$ cat config.mk
export PLATFORM = sky130hd
export DESIGN_NAME = pipe_hazard_ctrl
export DESIGN_NICKNAME = d
export VERILOG_FILES = /design/src/rtl/pipe_ctrl_pkg.sv /design/src/rtl/pipe_load_use_det.sv /design/src/rtl/pipe_hazard_ctrl.sv
export SDC_FILE = /design/constraint.sdc
export NUM_CORES = 1
export LEC_CHECK = 0
export BUFFER_PORTS_ARGS = -buffer_cell sky130_fd_sc_hd__buf_4
export CAP_MARGIN = 20
export CORE_MARGIN = 1.5
export CORE_UTILIZATION = 50
export DETAILED_ROUTE_END_ITERATION = 6
export PLACE_DENSITY_LB_ADDON = 0.25
export SLEW_MARGIN = 25
export SYNTH_ARGS = -nofsm -noshare
export SYNTH_HDL_FRONTEND = slang
export SYNTH_SLANG_ARGS = --single-unit
$ cat constraint.sdc
create_clock -name clk -period 4.45 [get_ports clk]
set_clock_uncertainty 0.1 [all_clocks]
set_input_delay 0.445 -clock clk [delete_from_list [all_inputs] [get_ports clk]]
set_output_delay 0.445 -clock clk [all_outputs]
set_load 0.02 [all_outputs]
$ cat src/rtl/pipe_ctrl_pkg.sv
// pipe_ctrl_pkg: shared types and widths for the pipeline hazard controller.
package pipe_ctrl_pkg;
    localparam int STATE_W = 2;
    localparam int CNT_W   = 8;
    localparam int REG_W   = 5;

    typedef enum logic [STATE_W-1:0] {
        RUN     = 2'd0,
        MULTI   = 2'd1,
        RETWAIT = 2'd2
    } state_t;

    function automatic logic [CNT_W-1:0] sat_dec(input logic [CNT_W-1:0] v);
        return (v == '0) ? '0 : v - 1'b1;
    endfunction
endpackage

$ cat src/rtl/pipe_load_use_det.sv
// pipe_load_use_det: flags an ID instruction that reads the register a load in EX is about to write.
module pipe_load_use_det
    import pipe_ctrl_pkg::*;
(
    input  logic             ex_load,
    input  logic             id_valid,
    input  logic [REG_W-1:0] ex_rd,
    input  logic [REG_W-1:0] id_rs1,
    input  logic [REG_W-1:0] id_rs2,
    input  logic             id_use_rs1,
    input  logic             id_use_rs2,
    output logic             load_use
);
    // x0 is hardwired to zero, so a load targeting it never creates a dependency
    assign load_use = ex_load && id_valid && (ex_rd != '0) &&
                      ((id_use_rs1 && id_rs1 == ex_rd) || (id_use_rs2 && id_rs2 == ex_rd));
endmodule

$ cat src/rtl/pipe_hazard_ctrl.sv
// pipe_hazard_ctrl: stall/flush control for branches, load-use, multi-cycle ALU ops and returns.
module pipe_hazard_ctrl
    import pipe_ctrl_pkg::*;
#(
    parameter int DIV_LAT   = 8,
    parameter int RET_DRAIN = 2
) (
    input  logic               clk,
    input  logic               rst_n,
    input  logic               id_valid,
    input  logic [REG_W-1:0]   id_rs1,
    input  logic [REG_W-1:0]   id_rs2,
    input  logic               id_use_rs1,
    input  logic               id_use_rs2,
    input  logic               id_ret,
    input  logic [REG_W-1:0]   ex_rd,
    input  logic               ex_load,
    input  logic               ex_multi,
    input  logic               ex_br_taken,
    output logic               pc_we,
    output logic               if_id_we,
    output logic               id_ex_we,
    output logic               if_id_flush,
    output logic               id_ex_bubble,
    output logic               pc_sel_ret,
    output logic               busy,
    output logic [STATE_W-1:0] state
);
    state_t           st, st_nx;
    logic [CNT_W-1:0] cnt, cnt_nx;
    logic             load_use;

    pipe_load_use_det u_det (
        .ex_load    (ex_load),
        .id_valid   (id_valid),
        .ex_rd      (ex_rd),
        .id_rs1     (id_rs1),
        .id_rs2     (id_rs2),
        .id_use_rs1 (id_use_rs1),
        .id_use_rs2 (id_use_rs2),
        .load_use   (load_use)
    );

    always_comb begin
        st_nx        = st;
        cnt_nx       = cnt;
        pc_we        = 1'b1;
        if_id_we     = 1'b1;
        id_ex_we     = 1'b1;
        if_id_flush  = 1'b0;
        id_ex_bubble = 1'b0;
        pc_sel_ret   = 1'b0;
        case (st)
            RUN: begin
                if (ex_br_taken) begin
                    if_id_flush  = 1'b1;
                    id_ex_bubble = 1'b1;
                end else if (ex_multi) begin
                    pc_we    = 1'b0;
                    if_id_we = 1'b0;
                    id_ex_we = 1'b0;
                    cnt_nx   = CNT_W'(DIV_LAT - 2);
                    st_nx    = MULTI;
                end else if (load_use) begin
                    pc_we        = 1'b0;
                    if_id_we     = 1'b0;
                    id_ex_bubble = 1'b1;
                end else if (id_ret && id_valid) begin
                    cnt_nx = CNT_W'(RET_DRAIN - 1);
                    st_nx  = RETWAIT;
                end
            end
            MULTI: begin
                if (cnt != '0) begin
                    pc_we    = 1'b0;
                    if_id_we = 1'b0;
                    id_ex_we = 1'b0;
                    cnt_nx   = sat_dec(cnt);
                end else begin
                    st_nx = RUN;
                end
            end
            RETWAIT: begin
                pc_we       = 1'b0;
                if_id_flush = 1'b1;
                if (cnt != '0) begin
                    cnt_nx = sat_dec(cnt);
                end else begin
                    pc_we      = 1'b1;
                    pc_sel_ret = 1'b1;
                    st_nx      = RUN;
                end
            end
            default: begin
                pc_we    = 1'b0;
                if_id_we = 1'b0;
                id_ex_we = 1'b0;
                cnt_nx   = '0;
                st_nx    = RUN;
            end
        endcase
        // reset overrides combinationally so the pipeline is quiesced without waiting for a clock
        if (!rst_n) begin
            pc_we        = 1'b0;
            if_id_we     = 1'b0;
            id_ex_we     = 1'b0;
            if_id_flush  = 1'b1;
            id_ex_bubble = 1'b1;
            pc_sel_ret   = 1'b0;
        end
    end

    always_ff @(posedge clk or negedge rst_n) begin
        if (!rst_n) begin
            st  <= RUN;
            cnt <= '0;
        end else begin
            st  <= st_nx;
            cnt <= cnt_nx;
        end
    end

    assign busy  = (st != RUN);
    assign state = st;
endmodule

* Word level (Yosys, flattened, before mapping)
Index checks and enable logic that the tools add are counted.
** Storage, ports and cells
- Flip-flop bits (word level) :: 10
- Logic and storage cells :: 62
** Cells by class
- Add/subtract/negate cells :: 1
- Equal/unequal tests :: 9
- Mux-type cells :: 35
- Reduce and logical (&&, ||, !) cells :: 15
** Operator list (count)
- $mux W8 :: 6
- $mux W1 :: 18
- $pmux W8 S2 :: 1
- $eq A5 B5 Y1 :: 2
- $mux W2 :: 5
- $logic_not A8 Y1 :: 1
- $reduce_and A4 Y1 :: 2
- $reduce_bool A8 Y1 :: 1
- $sub A8 B1 Y8 const B :: 1
- $logic_and A1 B1 Y1 :: 6
- $ne A3 B3 Y1 const B :: 2
- $pmux W1 S3 :: 2
- $reduce_bool A5 Y1 :: 1
- $ne A2 B2 Y1 const B :: 2
- $pmux W1 S2 :: 2
- $pmux W2 S2 :: 1
- $eq A2 B1 Y1 const B :: 1
- $eq A2 B2 Y1 const B :: 1
- $logic_not A2 Y1 :: 1
- $ne A2 B1 Y1 const B :: 1
- $reduce_bool A2 Y1 :: 1
- $reduce_or A2 Y1 :: 1
- $logic_or A1 B1 Y1 :: 1

* Logic depth before layout (Yosys ltp)
Gate-level depths: netlist (run 1).
- Depth after elaboration :: 9
- Gate-level depth with buffers :: 9

* Modules after synthesis
From an unflattened synthesis (run 1), not the netlist that was laid out.
** Second synthesis, totals
- Cell total of the unflattened synthesis :: 103
- Area, all modules :: 908.4 um^2
** By module, submodules not included
- pipe_hazard_ctrl :: instances 1, cells each 86, area each 773.2 um^2
- pipe_load_use_det :: instances 1, cells each 17, area each 135.1 um^2

* Worst setup path before layout (run 1)
Ideal clock, no wire load.
- Kind :: register to output
- Start point :: reg cnt[0]
- End point :: out id_ex_we
- Arrival :: 1.837 ns
- Data required time :: 3.905 ns
- Setup slack :: 2.068 ns
- Stages on the path, launching flop included :: 7
- Cell sequence :: dfrtp_1 -> inv_1 -> ha_1 -> or4b_4 -> nor4_1 -> a221oi_1 -> a21oi_1
** On the way
- Longest elaborated chain between the ends :: 4
** Ends and longest elaborated chain
- start, declared :: line pipe_hazard_ctrl.sv:30 : logic [CNT_W-1:0] cnt, cnt_nx;
- start signal, assigned :: line pipe_hazard_ctrl.sv:119 : cnt <= cnt_nx;
- $reduce_bool A8 Y1 :: line pipe_hazard_ctrl.sv:74 : if (cnt != '0) begin
- $mux W1 :: line pipe_hazard_ctrl.sv:74
- $pmux W1 S3 :: line pipe_hazard_ctrl.sv:53 : case (st)
- $mux W1 :: line pipe_hazard_ctrl.sv:103 : if (!rst_n) begin
- end, declared :: line pipe_hazard_ctrl.sv:22 : output logic id_ex_we,
No other way between the ends.

* Worst setup path in the final report (run 1)
Same ends and word-level chain as after synthesis.

==> impl_metrics.json, run 1 <==
{
  "run_status": "complete, no violations",
  "relSlewSlack_pct": 70.92,
  "clk_pin_slew_ns": 0.06,
  "ys_seq_elements": 10,
  "synth.cell_area_sq_um": 889.6,
  "drc": 0,
  "finalWirelength_um": 2202,
  "initial_core_util_pct": 52.67,
  "maxSlewViolCount": 0,
  "pwr-share-seq_pct": 21.3,
  "io_buffer_count": 32,
  "cts_tree": "built",
  "grt_first_pass_wirelength_um": 3318,
  "mostFrequentLayoutCell": "buf_4",
  "end_kind": "primary output",
  "p_per_area_mw_per_mm2": 638.9,
  "die_h_um": 45.18,
  "insertion_delay_ns": 0.26,
  "ys_types": 37,
  "ir_drop_v": 0.0005780,
  "dieArea_sq_mm": 0.002041,
  "cts_made_buffers": 3,
  "syn_inst": 104,
  "hold_path_class": "input port to register",
  "overflow": 0,
  "final_util_pct": 69.63,
  "critPathLaunchType": "register",
  "top_level_ports": 33,
  "finalSetupTns_ns": 0,
  "cp_max_fo": 4,
  "yosysSeqAreaShare_pct": 28.13,
  "switching_share_pct": 49.01,
  "crit_arrival_ns": 2.25,
  "synth_area_leaders": "dfrtp_1, xnor2_1, ha_1",
  "nets": 170,
  "ant_nets": 0,
  "p_int_mw": 0.3832,
  "die_width_um": 45.18,
  "synthesis.nets": 133,
  "ys.flop_type": "dfrtp_1",
  "viasPerCell": 5.917,
  "criticalPathCategory": "register to primary output",
  "antenna_found_initial": 0,
  "drv_cap": 0,
  "setup_viol_count_final": 0,
  "synth_area_leader_cell": "dfrtp_1",
  "hold_viol": 0,
  "dp.final_hpwl_um": 1816,
  "max_slew.worst_pin.slew_ns": 0.4362,
  "synth-async-reset-ratio_pct": 100.0,
  "p_switching_mw": 0.3682,
  "postCtsResizedCells": 0,
  "rsz0062_at_grt": "no",
  "clockPowerShare_pct": 7.9,
  "p_comb_share_pct": 70.9,
  "dr.pass1.iters": 4,
  "clockBufferDepth": 2,
  "clock-root-buffer": "clkbuf_4",
  "grt_start_max_net_pins": 15,
  "ys_warn_count": 0,
  "worstRegToRegCells": 8,
  "num_vias": 923,
  "yosysTopAreaCellShare_pct": 28.13,
  "timing.final.crit_period_ns": 2.800,
  "dr.first_iter.drc_count": 31,
  "grt_usage_pct": 22.14,
  "first_global_vias": 841,
  "routedWlPerCell_um": 14.12,
  "rrSetupSlack_ns": 2.12,
  "drive_gt1_share_pct": 30.94,
  "avgSynthCellArea_sq_um": 8.554,
  "synthToLayoutAreaGrowth_pct": 32.21,
  "routabilityCongestion": 0.8237,
  "rows": 15,
  "leakagePower_nw": 0.5553,
  "cts_sinks": 10,
  "synth-edff-count": 0,
  "core_sq_mm": 0.001689,
  "layout_common_cells": "buf_4, nand2_1, xnor2_1, o21ai_0, dfrtp_1",
  "required_ns": 3.90,
  "antennaDiodeCount": 0,
  "htreeDepth": 1,
  "whs_path_depth": 3,
  "finalCritPeriodShare_pct": 62.91,
  "max_freq_mhz": 357.2
}
-- power by group through the flow --
stage / registers [mW] / clock network [mW] / logic (mW)
floorplan: 0.163 / 0 / 0.378
global placement: 0.159 / 0 / 0.515
detailed placement: 0.161 / 0 / 0.526
CTS: 0.159 / 0.0610 / 0.529
global route: 0.166 / 0.0648 / 0.579
finish: 0.160 / 0.0590 / 0.533
-- timing repair --
item	CTS	global route
hold endpoints to repair	10	0
buffers inserted	0	0
hold buffers	1	0
-- metrics by stage --
step	power [mW]	worst slack (ns)	hold slack [ns]	instances	area [sq um]
finish	0.7514	1.650	0.4580	156	1176
detailed placement	0.6864	1.946	0.1980	152	1144
global placement	0.6737	2.004	0.1963	152	1144
CTS	0.7490	1.657	0.4322	156	1176
floorplan	0.5413	2.068	0.04941	104	889.6
global route	0.8096	1.490	0.4664	156	1176
-- critical path, stage by stage (launching register included) --
cell	delay (ns)
dfrtp_1	0.38
inv_1	0.07
ha_1	0.21
or4b_4	0.52
nor4_1	0.27
a221oi_1	0.17
a21oi_1	0.21
buf_4	0.17
-- path summary, 6_finish.rpt --
kind,startpoint,endpoint
worst max register to register,cnt[0]$_DFFE_PN0P_,cnt[7]$_DFFE_PN0P_
min in group asynchronous,rst_n,cnt[2]$_DFFE_PN0P_
worst max-delay path,cnt[0]$_DFFE_PN0P_,id_ex_we
worst min-delay path,ex_multi,state[0]$_DFFE_PN0P_
max in group asynchronous,rst_n,cnt[5]$_DFFE_PN0P_
worst min register to register,cnt[4]$_DFFE_PN0P_,cnt[4]$_DFFE_PN0P_
-- layout make-up --
cell class / count / area (sq um)
fillers: 135 / 513.0
inverters: 7 / 26.28
multi-input cells: 86 / 605.6
clock buffers: 3 / 22.52
repair buffers: 33 / 250.2
flip-flops and latches: 10 / 250.2
well taps: 17 / 21.27
-- cell families after synthesis --
kind of cell             Yosys count  synth area share [%]
AO/OA/AOI/OAI                     29                 24.62
flip-flops                        10                 28.13
XOR/XNOR                          10                 9.845
AND/OR/NAND/NOR                   41                 25.46
buffers and inverters              8                 3.798
multiplexers                       1                 1.125
adder cells (fa/ha/maj)            5                 7.032
-- Yosys cell counts (all sizes together) (3+ instances only) --
cell,number
nand2b,3
ha,5
o2bb2ai,3
nor2,6
dfrtp,10
o21ai,10
inv,7
nand2,14
nor3,3
nand3b,3
xnor2,10
a21oi,4
-- layer usage --
metal  global-route usage (%)  routed length [um]  vias to the layer above
li1                         -                   -                      453
met3                    6.000                  93                        8
met1                    25.61                 945                      432
met5                        0                   0                        -
met2                    37.43                1118                       30
met4                    10.59                  46                        0
-- registers in the layout, indices dropped and copies added (netlist names) --
name and flops:
state 2, cnt 8
(Power assumes the default switching activity.)
==> run 2, diff against run 1 <==
--- a/config.mk
+++ b/config.mk
@@ -8,7 +8,7 @@
 export BUFFER_PORTS_ARGS = -buffer_cell sky130_fd_sc_hd__buf_4
 export CAP_MARGIN = 20
 export CORE_MARGIN = 1.5
-export CORE_UTILIZATION = 50
+export CORE_UTILIZATION = 48
 export DETAILED_ROUTE_END_ITERATION = 6
 export PLACE_DENSITY_LB_ADDON = 0.25
 export SLEW_MARGIN = 25
==> constraint.sdc (replaced) <==
create_clock -name clk -period 2.9 [get_ports clk]
set_clock_uncertainty 0.1 [all_clocks]
set_input_delay 0.29 -clock clk [delete_from_list [all_inputs] [get_ports clk]]
set_output_delay 0.29 -clock clk [all_outputs]
set_load 0.02 [all_outputs]
==> impl_metrics.json, run 2 (synthesized netlist as in run 1, its figures left out) <==
{
  "cts_tree": "built",
  "maxSlewViolCount": 0,
  "rsz0062_at_grt": "no",
  "ant_nets": 0,
  "end_kind": "primary output",
  "cts_sinks": 10,
  "ir_drop_v": 0.0006420,
  "die_width_um": 46.05,
  "p_per_area_mw_per_mm2": 982.8,
  "finalSetupTns_ns": 0,
  "largest_reg_flops": 8,
  "postCtsResizedCells": 0,
  "antennaDiodeCount": 0,
  "clockBufferDepth": 2,
  "timing.final.crit_period_ns": 2.620,
  "routabilityCongestion": 0.8420,
  "grt_first_pass_wirelength_um": 3657,
  "viasPerCell": 5.473,
  "die_h_um": 46.05,
  "top_level_ports": 33,
  "leakagePower_nw": 0.5624,
  "cpPeakStageDelay_ns": 0.51,
  "antenna_found_initial": 0,
  "rows": 15,
  "grt_usage_pct": 24.48,
  "mostFrequentLayoutCell": "buf_4",
  "initial_core_util_pct": 51.52,
  "fill_cells": 145,
  "synthToLayoutAreaGrowth_pct": 34.88,
  "dpl-instance-area_sq_mm": 0.001154,
  "critPathLaunchType": "register",
  "required_ns": 2.51,
  "finalWirelength_um": 2301,
  "clk_pin_slew_ns": 0.07,
  "cp_max_fo": 4,
  "worstPathCellList": "inv_1 > ha_1 > or4b_4 > nor4_1 > a221oi_1 > a21oi_1 > buf_4",
  "dieArea_sq_mm": 0.002121,
  "htreeDepth": 1,
  "dr.pass1.iters": 4,
  "regMostFlops": "cnt",
  "layout_common_cells": "buf_4, nand2_1, xnor2_1, o21ai_0, dfrtp_1",
  "holdBufCountCts": 1,
  "io_buffer_count": 32,
  "cp_slowest_cell": "or4b_4",
  "hold_path_class": "input port to register",
  "dp.final_hpwl_um": 1941,
  "path_delay_family": "simple AND/OR/NAND/NOR gates",
  "setup_viol_count_final": 0,
  "critPathBufInv": 2,
  "max_freq_mhz": 381.7,
  "overflow": 0,
  "num_vias": 903,
  "post_cts_buffers": 0,
  "drc": 0,
  "cts_made_buffers": 3,
  "grt_start_max_net_pins": 15,
  "nets": 170,
  "core_sq_mm": 0.001727,
  "hold_viol": 0,
  "post-route-cell-area_sq_mm": 0.001200,
  "insertion_delay_ns": 0.28,
  "criticalPathCategory": "register to primary output",
  "finalCritPeriodShare_pct": 90.33,
  "drive_gt1_share_pct": 31.43,
  "run_status": "complete, no violations",
  "max_slew.worst_pin.slew_ns": 0.4176,
  "dr.first_iter.drc_count": 16,
  "final_util_pct": 69.49,
  "routedWlPerCell_um": 13.95,
  "clock-root-buffer": "clkbuf_4",
  "relSlewSlack_pct": 71.77,
  "drv_cap": 0,
  "crit_arrival_ns": 2.23,
  "first_global_vias": 839
}
## run 2: layer usage
metal | up-vias | global-route usage [%] | part of all wire (%)
met3 | 4 | 4.706 | 4.5
met2 | 28 | 40.28 | 51
li1 | 453 | - | -
met5 | - | 0 | 0
met4 | 0 | 8.571 | 0.96
met1 | 418 | 31.65 | 43
## run 2: where the power goes
group          switching, mW  internal, mW  total [mW]  leakage (nW)
Clock                 0.0603        0.0765       0.137        0.0210
Combinational          0.448         0.349       0.797         0.411
Sequential            0.0556         0.190       0.246         0.130
## run 2: worst register-to-register path: stages, from the launching register on
cell	delay, ns
dfrtp_1	0.39
inv_1	0.08
ha_1	0.20
or4b_4	0.51
o41ai_4	0.32
nand2b_2	0.25
o21ai_0	0.09
o21ai_0	0.17
o31ai_1	0.10
## run 2: per-stage QoR
step / setup slack, ns / hold WS (ns) / cells / power (mW)
CTS: 0.2547 / 0.2559 / 165 / 1.185
finish: 0.2805 / 0.2672 / 165 / 1.179
global route: 0.02690 / 0.2685 / 165 / 1.289
floorplan: 0.6727 / -0.1056 / 104 / 0.8306
detailed placement: 0.5681 / 0.04463 / 160 / 1.042
global placement: 0.6434 / 0.03926 / 160 / 1.023
## run 2: path summary, 6_finish.rpt
path,from,endpoint,slack (ns),cells past startpoint
setup / recovery,cnt[0]$_DFFE_PN0P_,id_ex_we,0.28,7
hold / removal,ex_multi,state[0]$_DFFE_PN0P_,0.27,3
setup reg to reg,cnt[0]$_DFFE_PN0P_,cnt[7]$_DFFE_PN0P_,0.57,8
hold reg to reg,cnt[4]$_DFFE_PN0P_,cnt[4]$_DFFE_PN0P_,0.47,1
max in group asynchronous,rst_n,cnt[1]$_DFFE_PN0P_,2.25,2
min in group asynchronous,rst_n,cnt[6]$_DFFE_PN0P_,0.28,2
## run 2: final cells by class
type,count,area (sq um),area share [%]
flip-flops and latches,10,250.2,20.86
repair buffers,33,250.2,20.86
clock buffers,4,36.28,3.024
inverters,7,26.28,2.190
well taps,25,31.28,2.607
multi-input cells,86,605.6,50.47
